**src/rtl/rc4_stream_xor.sv**
```systemverilog
// ---------------------------------------------------------------------------
// rc4_stream_xor
//
// Combines an RC4 keystream with a data stream one byte at a time. Keystream
// bytes from the PRGA engine are buffered in a small FIFO so the engine can
// run ahead of the data. Every accepted data byte is XORed with the oldest
// buffered keystream byte and presented one cycle later on a held
// valid/ready output. A message of msg_len bytes ends with a single-cycle
// done pulse.
//
// Parameters
//   FIFO_DEPTH  keystream buffer depth in bytes (power of 2, 2..16)
//
// Ports
//   clk, rst_n           clock, asynchronous active-low reset
//   start, msg_len       begin a message of msg_len bytes (sampled in IDLE)
//   ks_valid, ks_data    keystream byte from the PRGA engine
//   ks_ready             keystream byte accepted when ks_valid && ks_ready
//   din_valid, din       plaintext/ciphertext byte
//   din_ready            data byte accepted when din_valid && din_ready
//   dout_valid, dout     result byte (din ^ keystream), held until accepted
//   dout_ready           downstream accepts when dout_valid && dout_ready
//   busy                 high while the message is running
//   byte_cnt             data bytes processed in the current message
//   done                 single-cycle pulse at message end
// ---------------------------------------------------------------------------
module rc4_stream_xor #(
    parameter int FIFO_DEPTH = 4
) (
    input  logic       clk,
    input  logic       rst_n,
    input  logic       start,
    input  logic [7:0] msg_len,
    input  logic       ks_valid,
    input  logic [7:0] ks_data,
    output logic       ks_ready,
    input  logic       din_valid,
    input  logic [7:0] din,
    output logic       din_ready,
    output logic       dout_valid,
    output logic [7:0] dout,
    input  logic       dout_ready,
    output logic       busy,
    output logic [7:0] byte_cnt,
    output logic       done
);

    localparam int          AW        = $clog2(FIFO_DEPTH);
    localparam logic [AW:0] DEPTH_CNT = FIFO_DEPTH[AW:0];

    typedef enum logic [1:0] {
        IDLE,
        RUN,
        FINISH
    } state_t;

    state_t          state;
    logic [7:0]      len_q;     // message length latched at start
    logic [7:0]      ks_cnt;    // keystream bytes accepted this message
    logic [AW-1:0]   wr_ptr;
    logic [AW-1:0]   rd_ptr;
    logic [AW:0]     fifo_cnt;  // occupancy, one bit wider than the pointers
    logic [7:0]      mem [FIFO_DEPTH];

    logic fifo_full;
    logic fifo_empty;
    logic ks_push;
    logic din_pop;

    assign fifo_full  = (fifo_cnt == DEPTH_CNT);
    assign fifo_empty = (fifo_cnt == '0);

    // Both readies depend only on registered state, except that din_ready
    // also looks at dout_ready so a new byte can load in the same cycle the
    // previous result is taken.
    assign ks_ready  = (state == RUN) && !fifo_full && (ks_cnt < len_q);
    assign din_ready = (state == RUN) && !fifo_empty && (byte_cnt < len_q)
                       && (!dout_valid || dout_ready);

    assign ks_push = ks_valid && ks_ready;
    assign din_pop = din_valid && din_ready;

    // NOTE: the keystream storage has no reset; stale entries are never read
    // because the occupancy counter is cleared and pops are gated by empty.
    always_ff @(posedge clk) begin
        if (ks_push) begin
            mem[wr_ptr] <= ks_data;
        end
    end

    // NOTE: all sequential state uses non-blocking assignments so every
    // register samples pre-edge values regardless of statement order.
    always_ff @(posedge clk or negedge rst_n) begin
        if (!rst_n) begin
            state      <= IDLE;
            len_q      <= '0;
            ks_cnt     <= '0;
            wr_ptr     <= '0;
            rd_ptr     <= '0;
            fifo_cnt   <= '0;
            dout_valid <= 1'b0;
            dout       <= '0;
            busy       <= 1'b0;
            byte_cnt   <= '0;
            done       <= 1'b0;
        end else begin
            done <= 1'b0;
            case (state)
                IDLE: begin
                    if (start) begin
                        len_q    <= msg_len;
                        byte_cnt <= '0;
                        ks_cnt   <= '0;
                        wr_ptr   <= '0;
                        rd_ptr   <= '0;
                        fifo_cnt <= '0;
                        if (msg_len != 8'd0) begin
                            state <= RUN;
                            busy  <= 1'b1;
                        end else begin
                            state <= FINISH;
                        end
                    end
                end

                RUN: begin
                    if (ks_push) begin
                        wr_ptr <= wr_ptr + AW'(1);
                        ks_cnt <= ks_cnt + 8'd1;
                    end

                    if (din_pop) begin
                        dout       <= din ^ mem[rd_ptr];
                        dout_valid <= 1'b1;
                        rd_ptr     <= rd_ptr + AW'(1);
                        byte_cnt   <= byte_cnt + 8'd1;
                    end else if (dout_ready) begin
                        dout_valid <= 1'b0;
                    end

                    // Simultaneous push and pop leaves occupancy unchanged.
                    if (ks_push && !din_pop) begin
                        fifo_cnt <= fifo_cnt + (AW+1)'(1);
                    end else if (din_pop && !ks_push) begin
                        fifo_cnt <= fifo_cnt - (AW+1)'(1);
                    end

                    // Leave only after the last result has been taken.
                    if ((byte_cnt == len_q) && !dout_valid) begin
                        state <= FINISH;
                        busy  <= 1'b0;
                    end
                end

                FINISH: begin
                    done  <= 1'b1;
                    state <= IDLE;
                end

                default: begin
                    state <= IDLE;
                    busy  <= 1'b0;
                end
            endcase
        end
    end

endmodule

```
**config.mk**
```make
export PLATFORM = sky130hd
export DESIGN_NAME = rc4_stream_xor
export DESIGN_NICKNAME = d
export VERILOG_FILES = /design/src/rtl/rc4_stream_xor.sv
export SDC_FILE = /design/constraint.sdc
export NUM_CORES = 1
export LEC_CHECK = 0
export CAP_MARGIN = 20
export CORE_MARGIN = 2
export CORE_UTILIZATION = 31
export DETAILED_ROUTE_END_ITERATION = 6
export PLACE_DENSITY = 0.58
export SYNTH_ARGS = -nofsm -noshare
export SYNTH_HDL_FRONTEND = slang
export SYNTH_SLANG_ARGS = --single-unit
```
**constraint.sdc**
```tcl
create_clock -name clk -period 5.1 [get_ports clk]
set_clock_uncertainty 0.2 [all_clocks]
set_input_delay 1.02 -clock clk [delete_from_list [all_inputs] [get_ports clk]]
set_output_delay 1.02 -clock clk [all_outputs]
set_load 0.01 [all_outputs]
```
Word-level counts from Yosys, hierarchy flattened --
Memory sizes are Yosys's and may differ from the RTL's. Index checks and enable logic that the tools add are counted. W data, S select, Z words.
Storage, ports and cells: bits in registers 44, RAM bits 32, bits of input ports 30, logic and storage cells 88, memories kept 1
Memory list:
- mem | depth 4, width 8, read ports 1, clocked after Yosys merged registers in 0, write ports 1, line 63 | logic [7:0] mem [FIFO_DEPTH];
Cells by class: add/subtract/negate cells 6, magnitude comparators 2, equality and inequality tests 10, mux-type cells 27, bitwise gates (word level) 2, reduce and logical (&&, ||, !) cells 29
Operator list (number):
- $pmux W8 S2 | 2
- $mux W8 | 3
- $add A8 B1 Y8 const B | 2
- $lt A8 B8 Y1 | 2
- $mux W2 | 6
- $pmux W2 S2 | 3
- $logic_and A1 B1 Y1 | 10
- $mux W3 | 3
- $reduce_and A3 Y1 | 3
- $eq A8 B8 Y1 | 1
- $mux W1 | 8
- $ne A2 B2 Y1 const B | 4
- $reduce_and A2 Y1 | 4
- $reduce_bool A8 Y1 | 1
- $xor A8 B8 Y8 | 1
- $pmux W3 S2 | 1
- $logic_not A1 Y1 | 5
- $add A2 B1 Y2 const B | 2
- $reduce_and A4 Y1 | 1
- $reduce_bool A2 Y1 | 2
- $add A3 B1 Y3 const B | 1
- $eq A3 B3 Y1 const B | 1
- $logic_not A3 Y1 | 1
- $ne A3 B1 Y1 const B | 1
- 8 further kinds | 8

Logic depth before layout (Yosys ltp) --
Gate-level depths: netlist of the first run.
word-level depth 10, gate-level depth with buffers 11, depth with buffers taken out 10

Worst setup path before layout of the first run --
No wires, ideal clock.
path type input port to flip-flop, start input dout_ready, end register fifo_cnt[2], arrival time 2711 ps, data required time 4829 ps, path slack 2118 ps, cell stages on the path 8, buffers on the path 1, cell sequence nor2b_1 -> nor4b_4 -> and3_1 -> buf_4 -> a21boi_2 -> fa_1 -> or4b_1 -> nand4_1
Between the ends: cells in the longest elaborated chain, start to end 7
RTL lines:
- start, declared | line 42 | input logic dout_ready,
- $logic_or A1 B1 Y1 (*) | line 78 | && (!dout_valid || dout_ready);
- $logic_and A1 B1 Y1 (*) | line 78
- $logic_and A1 B1 Y1 (*) | line 81 | assign din_pop = din_valid && din_ready;
- $logic_not A1 Y1 | line 142 | if (ks_push && !din_pop) begin
- $logic_and A1 B1 Y1 | line 142
- $ne A3 B1 Y1 (no line) or $mux W3 (tied branches)
- $reduce_and A3 Y1 (no line) or $pmux W3 S2 (tied branches)
- end signal, assigned | line 143 | fifo_cnt <= fifo_cnt + (AW+1)'(1);
- end signal, assigned | line 145 | fifo_cnt <= fifo_cnt - (AW+1)'(1);
- end, declared | line 62 | logic [AW:0] fifo_cnt;
Every way passes the cells marked *; elsewhere a longest branch is shown, timed or not. A chain may end at the register's enable or synchronous reset.

Final worst setup path of the first run --
start input dout_ready, end output din_ready
Between the ends: cells in the longest elaborated chain, start to end 2
RTL lines:
- $logic_or A1 B1 Y1 | line 78
- $logic_and A1 B1 Y1 | line 78
- end, declared | line 39 | output logic din_ready,
Every way passes these cells.

==> metrics.csv, run 1 <==
stage;metric;value;unit
timing;Worst Tran Pin Value;0.706;ns
synth;proportion of synthesized area in mux cells;0.0612;
timing;setup TNS;0;ns
critical_path;FF-to-FF path depth;9;
synth;area share of and/or/nand/nor cells after synthesis;0.154;
critical_path;Crit path top cell by count;clkdlybuf4s50_1;
placement;gpl congestion;0.772;
synth;Post-synth EDFFs;32;
clock_network;number of buffers created by CTS;9;
hold_path;Hold/Removal Path Class;reg -> reg;
hold_path;Hold Startpoint;dout[3];
pwr;clock power share;0.251;
global_routing;vias in the first global route;2492;
global_routing;initial antenna violation count;0;
pwr;share of power burned in registers;0.393;
pwr;pwr dens;508;nW/um^2
timing;RSZ-0062 raised after global routing;false;
critical_path;Critical R2R Launch;len_q[7];
clock_network;Max Buffers Root-to-Sink;2;
synth;Post-Synth Adder-Cell Area;0.0772;
clock_network;worst skew pair latency;0.34;ns
global_routing;first-pass GRT wire length;12900;um
synth;Post-synth top cells;dfrtp_1, nand2_1, edfxtp_1, ha_1, o21ai_0;
route;drt total wl;7810;um
synth;most common cell in the netlist;dfrtp_1;
critical_path;critical path's slowest cell;clkdlybuf4s50_1;
critical_path;Worst Path Max Fanout;3;
timing;fin worst setup slack;1.27;ns
timing;Rel. slew slack;0.528;
pwr;Worst VDD drop;0.190;mV
critical_path;Worst Path Arrival;2.61;ns
hold_path;Hold Path Depth;2;
timing;Hold Fails Final Rpt;0;
critical_path;Critical Path RT;3.88;ns
critical_path;Reg2Reg Setup Slack;2.08;ns
synth;xor/xnor cell area share of the yosys netlist;0.0383;
route;drt first pass iters;4;
cells_and_area;filler instances;1066;
synth;largest family of logic cells by synthesized area;simple AND/OR/NAND/NOR gates;
critical_path;startpoint types;input port;
synth;top cell type's share of synthesized area;0.301;
synth;sequential fraction of the synthesis area;0.563;
timing;Final Cycle Share;0.750;
placement;pre-CTS setup slack;1.27;ns
timing;fin crit period;3.83;ns
clock_network;Sink Count;76;
route;met3 routed WL;417;um
critical_path;CP Class;in -> out;
route;DR vias;2451;
pwr;P_int;1.53;mW
synth;FFs w/ async S/R, synth;0.579;
timing;endpoints failing setup;0;
synth;post-synthesis compound-gate area fraction;0.0800;
pwr;P_sw;805;uW
clock_network;postcts setup bufs;0;
global_routing;largest net degree at the start of global routing;45;
cells_and_area;antenna cell count;0;
clock_network;Post-CTS Hold Fix Bufs;0;
clock_network;CTS resizes;0;
die;Die ar.;12700;um^2
global_routing;GRT overflow;0;
critical_path;CP max stage delay;0.54;ns
clock_network;root buffer cell;clkbuf_16;
route;routed length on met2;3670;um
synth;Unique masters post-synth;46;
route;DRT antenna net count;0;
cells_and_area;# nets final;411;
critical_path;RR Endpoint;fifo_cnt[2];
clock_network;TritonCTS clock tree;yes;
timing;Hold Slack;0.278;ns
pwr;Tot Pwr;2.34;mW
job;Max Cap Viol;0;
global_routing;Overall Global Routing Usage;0.134;
hold_path;Hold EP;dout[3];
pwr;combinational fraction of design power;0.355;
synth;syn avg cell area;12.0;um^2
synth;Mapped Nets;356;
die;die height;113;um
synth;main flop type after synthesis;dfrtp_1;
synth;most area-consuming cells after synthesis;dfrtp_1, edfxtp_1, ha_1;
synth;cells after synthesis;304;
synth;Cell Area, Synth;3660;um^2
synth;number of synthesis warnings;0;
die;Die X;113;um
clock_network;Worst-path clk slew;0.06;ns
pwr;switching share of power;0.344;
placement;hpwl dp;5610;um
cells_and_area;Area Overhead vs Synth;25.8;%
die;# rows;39;
clock_network;CTS H-tree lvls;3;
route;DR top layer;met4;
synth;synthesized flop and latch total;76;
die;IO Pins;51;
route;DR vias/cell;4.83;
route;# DRC;0;
timing;Fmax;0.261;GHz
route;Avg WL per Cell;15.4;um
status;status;completed;
die;core area;11500;um^2
route;initial DRC count;75;
cells_and_area;layout cells sized above 1;0.104;
die;Starting Density;0.319;
critical_path;crit-path cells;clkdlybuf4s50_1, nor2b_1, nor4b_4, and3_1, clkdlybuf4s50_1;
pwr;Leak Pwr;1.85;nW
synth;Yosys top cell by area;dfrtp_1;
placement;number of port buffers;50;
timing;Slew Limit Fails;0;
critical_path;Crit. End Element;primary output;
route;WL met1;3540;um
## through the flow
stage	util	cell area, um^2	std cells
final	0.402	4610	507
after global routing	0.402	4610	507
after CTS	0.400	4590	506
after detailed placement	0.376	4310	490
after global placement	0.376	4310	490
after floorplan	-	3660	304
## area by class of cell
| type | count | area (um^2) | area share |
|---|---|---|---|
| Clock inverter | 6 | 38.8 | 0.00842 |
| Clock buffer | 10 | 239 | 0.0519 |
| Multi-Input combinational cell | 206 | 1510 | 0.327 |
| Tap cell | 143 | 179 | 0.0388 |
| Timing Repair Buffer | 53 | 531 | 0.115 |
| Sequential cell | 76 | 2060 | 0.448 |
| Inverter | 13 | 48.8 | 0.0106 |
## power groups by stage
stage / Clock, mW / Combinational (mW) / Sequential, mW
floorplan: 0 / 0.576 / 0.890
global placement: 0 / 0.822 / 0.928
global route: 0.636 / 0.937 / 0.946
detailed placement: 0 / 0.839 / 0.935
finish: 0.588 / 0.831 / 0.920
CTS: 0.609 / 0.842 / 0.923
## worst max path at each step
stage | endpoint | depth (start not counted) | startpoint
2_1_floorplan | fifo_cnt[2] | 8 | dout_ready
6_report | din_ready | 5 | dout_ready
3_3_place_gp | din_ready | 5 | dout_ready
5_1_grt | din_ready | 5 | dout_ready
4_1_cts | din_ready | 5 | dout_ready
3_5_place_dp | din_ready | 5 | dout_ready
## sequential cells by signal, summed over array words and instances (netlist names)
register	count
rd_ptr	2
busy	1
state	2
byte_cnt	8
dout	8
wr_ptr	2
fifo_cnt	3
done	1
ks_cnt	8
mem	32
len_q	8
dout_valid	1
## per-layer routing
layer / up-vias / GRT usage
met5: - / 0
met4: 0 / 0.0683
met3: 11 / 0.0302
met2: 50 / 0.206
met1: 1172 / 0.178
li1: 1218 / -
## cell usage in the layout, fill, tap and decap left out, drive strengths merged, types with 4 or more instances in the layout
master,count
clkdlybuf4s50,49
dfrtp,44
nand2,39
edfxtp,32
o21ai,25
ha,21
nor2,16
inv,14
nand3,13
clkbuf,10
xnor2,9
nand4,8
mux4,8
a21oi,7
xor2,7
nor3,5
nor2b,4
and3,4
and2,4
buf,4
## worst max-delay path: cells and delay by family
kind / cells / cell delay (ns)
buf+inv: 2 / 1.02
simple gates: 3 / 0.57
## logic make-up (layout without fill, tap and decap cells)
logic type,after synthesis,after routing
buf+inv,22,82
xor+xnor,16,16
flops,76,76
fa+ha+maj,22,22
compound gates,48,48
mux,12,12
simple gates,108,108
(Power assumes the default switching activity.)
==> run 2, diff against run 1 <==
==> constraint.sdc (replaced) <==
create_clock -name clk -period 3.8 [get_ports clk]
set_clock_uncertainty 0.2 [all_clocks]
set_input_delay 0.76 -clock clk [delete_from_list [all_inputs] [get_ports clk]]
set_output_delay 0.76 -clock clk [all_outputs]
set_load 0.01 [all_outputs]
==> metrics.csv, run 2 (same netlist as run 1, synthesis figures left out) <==
stage;metric;value;unit;change
critical_path;Worst Path Max Fanout;7;;+4
critical_path;Crit. End Element;primary output;;
job;Max Cap Viol;0;;unchanged
pwr;share of power burned in registers;0.371;;-0.022
route;drt total wl;7680;um;-1.6%
status;status;completed;;
route;DRT antenna net count;0;;unchanged
die;die height;113;um;unchanged
timing;Hold Fails Final Rpt;0;;unchanged
critical_path;startpoint types;register;;
route;DR vias/cell;4.83;;about the same
die;IO Pins;51;;unchanged
timing;RSZ-0062 raised after global routing;false;;
timing;Worst Tran Pin Value;0.703;ns;-0.00354 ns
die;# rows;39;;unchanged
cells_and_area;# nets final;412;;+0.24%
die;Die X;113;um;unchanged
timing;fin worst setup slack;0.380;ns;-0.893 ns
pwr;P_int;2.24;mW;+46%
global_routing;vias in the first global route;2356;;-5.5%
clock_network;Max Buffers Root-to-Sink;2;;unchanged
global_routing;first-pass GRT wire length;12300;um;-4.3%
cells_and_area;Area Overhead vs Synth;27.6;%;
global_routing;initial antenna violation count;0;;unchanged
timing;fin crit period;3.42;ns;
cells_and_area;commonest non-fill, non-tap cell in the layout;clkdlybuf4s50_1;;
timing;Slew Limit Fails;0;;unchanged
hold_path;Hold/Removal Path Class;in -> async;;
route;Avg WL per Cell;15.1;um;-1.8%
pwr;clock power share;0.290;;+0.039
pwr;pwr dens;709;nW/um^2;+39%
global_routing;Overall Global Routing Usage;0.127;;-0.00728
placement;gpl congestion;0.810;;+4.9%
placement;hpwl dp;5650;um;+0.88%
clock_network;Worst-path clk slew;0.06;ns;about the same
placement;number of port buffers;50;;unchanged
timing;Fmax;0.292;GHz;
timing;setup TNS;0;ns;unchanged
clock_network;root buffer cell;clkbuf_16;;
cells_and_area;antenna cell count;0;;unchanged
critical_path;Worst Path Arrival;2.46;ns;-0.15 ns
cells_and_area;layout cells sized above 1;0.101;;-0.00303
route;initial DRC count;87;;+16%
global_routing;GRT overflow;0;;unchanged
placement;pre-CTS setup slack;0.402;ns;-0.864 ns
global_routing;grt met1 use;0.177;;-0.000797
clock_network;TritonCTS clock tree;yes;;
critical_path;Critical R2R Launch;byte_cnt[7];;
route;# DRC;0;;unchanged
route;DR vias;2454;;+0.12%
clock_network;number of buffers created by CTS;9;;unchanged
die;Die ar.;12700;um^2;unchanged
clock_network;CTS resizes;0;;unchanged
pwr;combinational fraction of design power;0.339;;-0.016
global_routing;GR Util met3;0.0362;;+0.00594
critical_path;CP Class;reg -> out;;
clock_network;Post-CTS Hold Fix Bufs;0;;unchanged
timing;endpoints failing setup;0;;unchanged
clock_network;Sink Count;76;;unchanged
pwr;P_sw;1.06;mW;+32%
pwr;Leak Pwr;1.88;nW;+1.6%
critical_path;Critical Path RT;2.84;ns;-1.04 ns
global_routing;grt met2 use;0.188;;-0.0184
cells_and_area;most frequent cells in the layout;clkdlybuf4s50_1, dfrtp_1, nand2_1;;
global_routing;gr busiest metal;met2;;
timing;Final Cycle Share;0.900;;
die;Starting Density;0.319;;unchanged
timing;Rel. slew slack;0.527;;-0.000822
route;drt first pass iters;5;;+1
clock_network;postcts setup bufs;0;;unchanged
clock_network;CTS H-tree lvls;3;;unchanged
global_routing;largest net degree at the start of global routing;45;;unchanged
clock_network;worst skew pair latency;0.33;ns;about the same
pwr;Worst VDD drop;0.248;mV;+30%
critical_path;CP startpoint;byte_cnt[1];;
cells_and_area;largest reg by FF count;mem;;
pwr;switching share of power;0.322;;-0.0225
die;core area;11500;um^2;unchanged
cells_and_area;max FFs per register;32;;unchanged
run 2: changes by cell type in the layout (fill, tap and decap cells not counted):
cell,delta
buf_4,+1
bufinv_16,+3
clkbuf_1,+2
clkbuf_8,-1
clkinv_2,-2
clkinvlp_4,-1
inv_6,-1
run 2: worst paths after layout:
| path | end | slack (ns) | cells after the start |
|---|---|---|---|
| max in group asynchronous | dout[0] | 2.75 | 2 |
| min in group clk | dout[6] | 0.28 | 2 |
| worst max-delay path | din_ready | 0.38 | 6 |
| worst max register to register | fifo_cnt[2] | 0.78 | 8 |
| worst min-delay path | len_q[2] | 0.15 | 1 |
| worst min register to register | dout[6] | 0.28 | 2 |
run 2: per-stage QoR:
step | power [mW] | cell area, um^2 | util | std cells | hold slack [ns]
after floorplan | 1.97 | 3660 | - | 304 | 0.264
after global placement | 2.36 | 4320 | 0.376 | 491 | 0.265
after detailed placement | 2.38 | 4320 | 0.376 | 491 | 0.276
after CTS | 3.35 | 4650 | 0.406 | 507 | 0.289
after global routing | 3.53 | 4670 | 0.407 | 508 | 0.170
final | 3.31 | 4670 | 0.407 | 508 | 0.150
run 2: area by class of cell:
cell class,instances,area [um^2]
clock inverter,5,103
clock buffer,11,233
tap,143,179
multi-input combinational,206,1510
fill,1053,6800
timing repair buffer,54,538
sequential,76,2060
inverter,13,48.8
run 2: power groups by stage:
| stage | combinational [mW] | clock, mW | sequential, mW |
|---|---|---|---|
| 2_1_floorplan | 0.773 | 0 | 1.19 |
| 3_3_place_gp | 1.11 | 0 | 1.24 |
| 3_5_place_dp | 1.14 | 0 | 1.25 |
| 4_1_cts | 1.14 | 0.976 | 1.23 |
| 5_1_grt | 1.25 | 1.02 | 1.26 |
| 6_report | 1.12 | 0.959 | 1.23 |
run 2: per-layer routing:
layer / part of all wire / wire, um / vias to the layer above
met5: 0 / 0 / -
met4: 0.016 / 122 / 0
met2: 0.47 / 3590 / 37
li1: - / - / 1215
met1: 0.47 / 3640 / 1195
met3: 0.042 / 324 / 7
run 2: critical path, cell delays in order (launching register included):
cell and delay [ns]:
dfrtp_1 0.43, ha_1 0.33, nor2b_1 0.13, o211ai_1 0.19, a21o_1 0.28, and3_1 0.22, clkdlybuf4s50_1 0.54
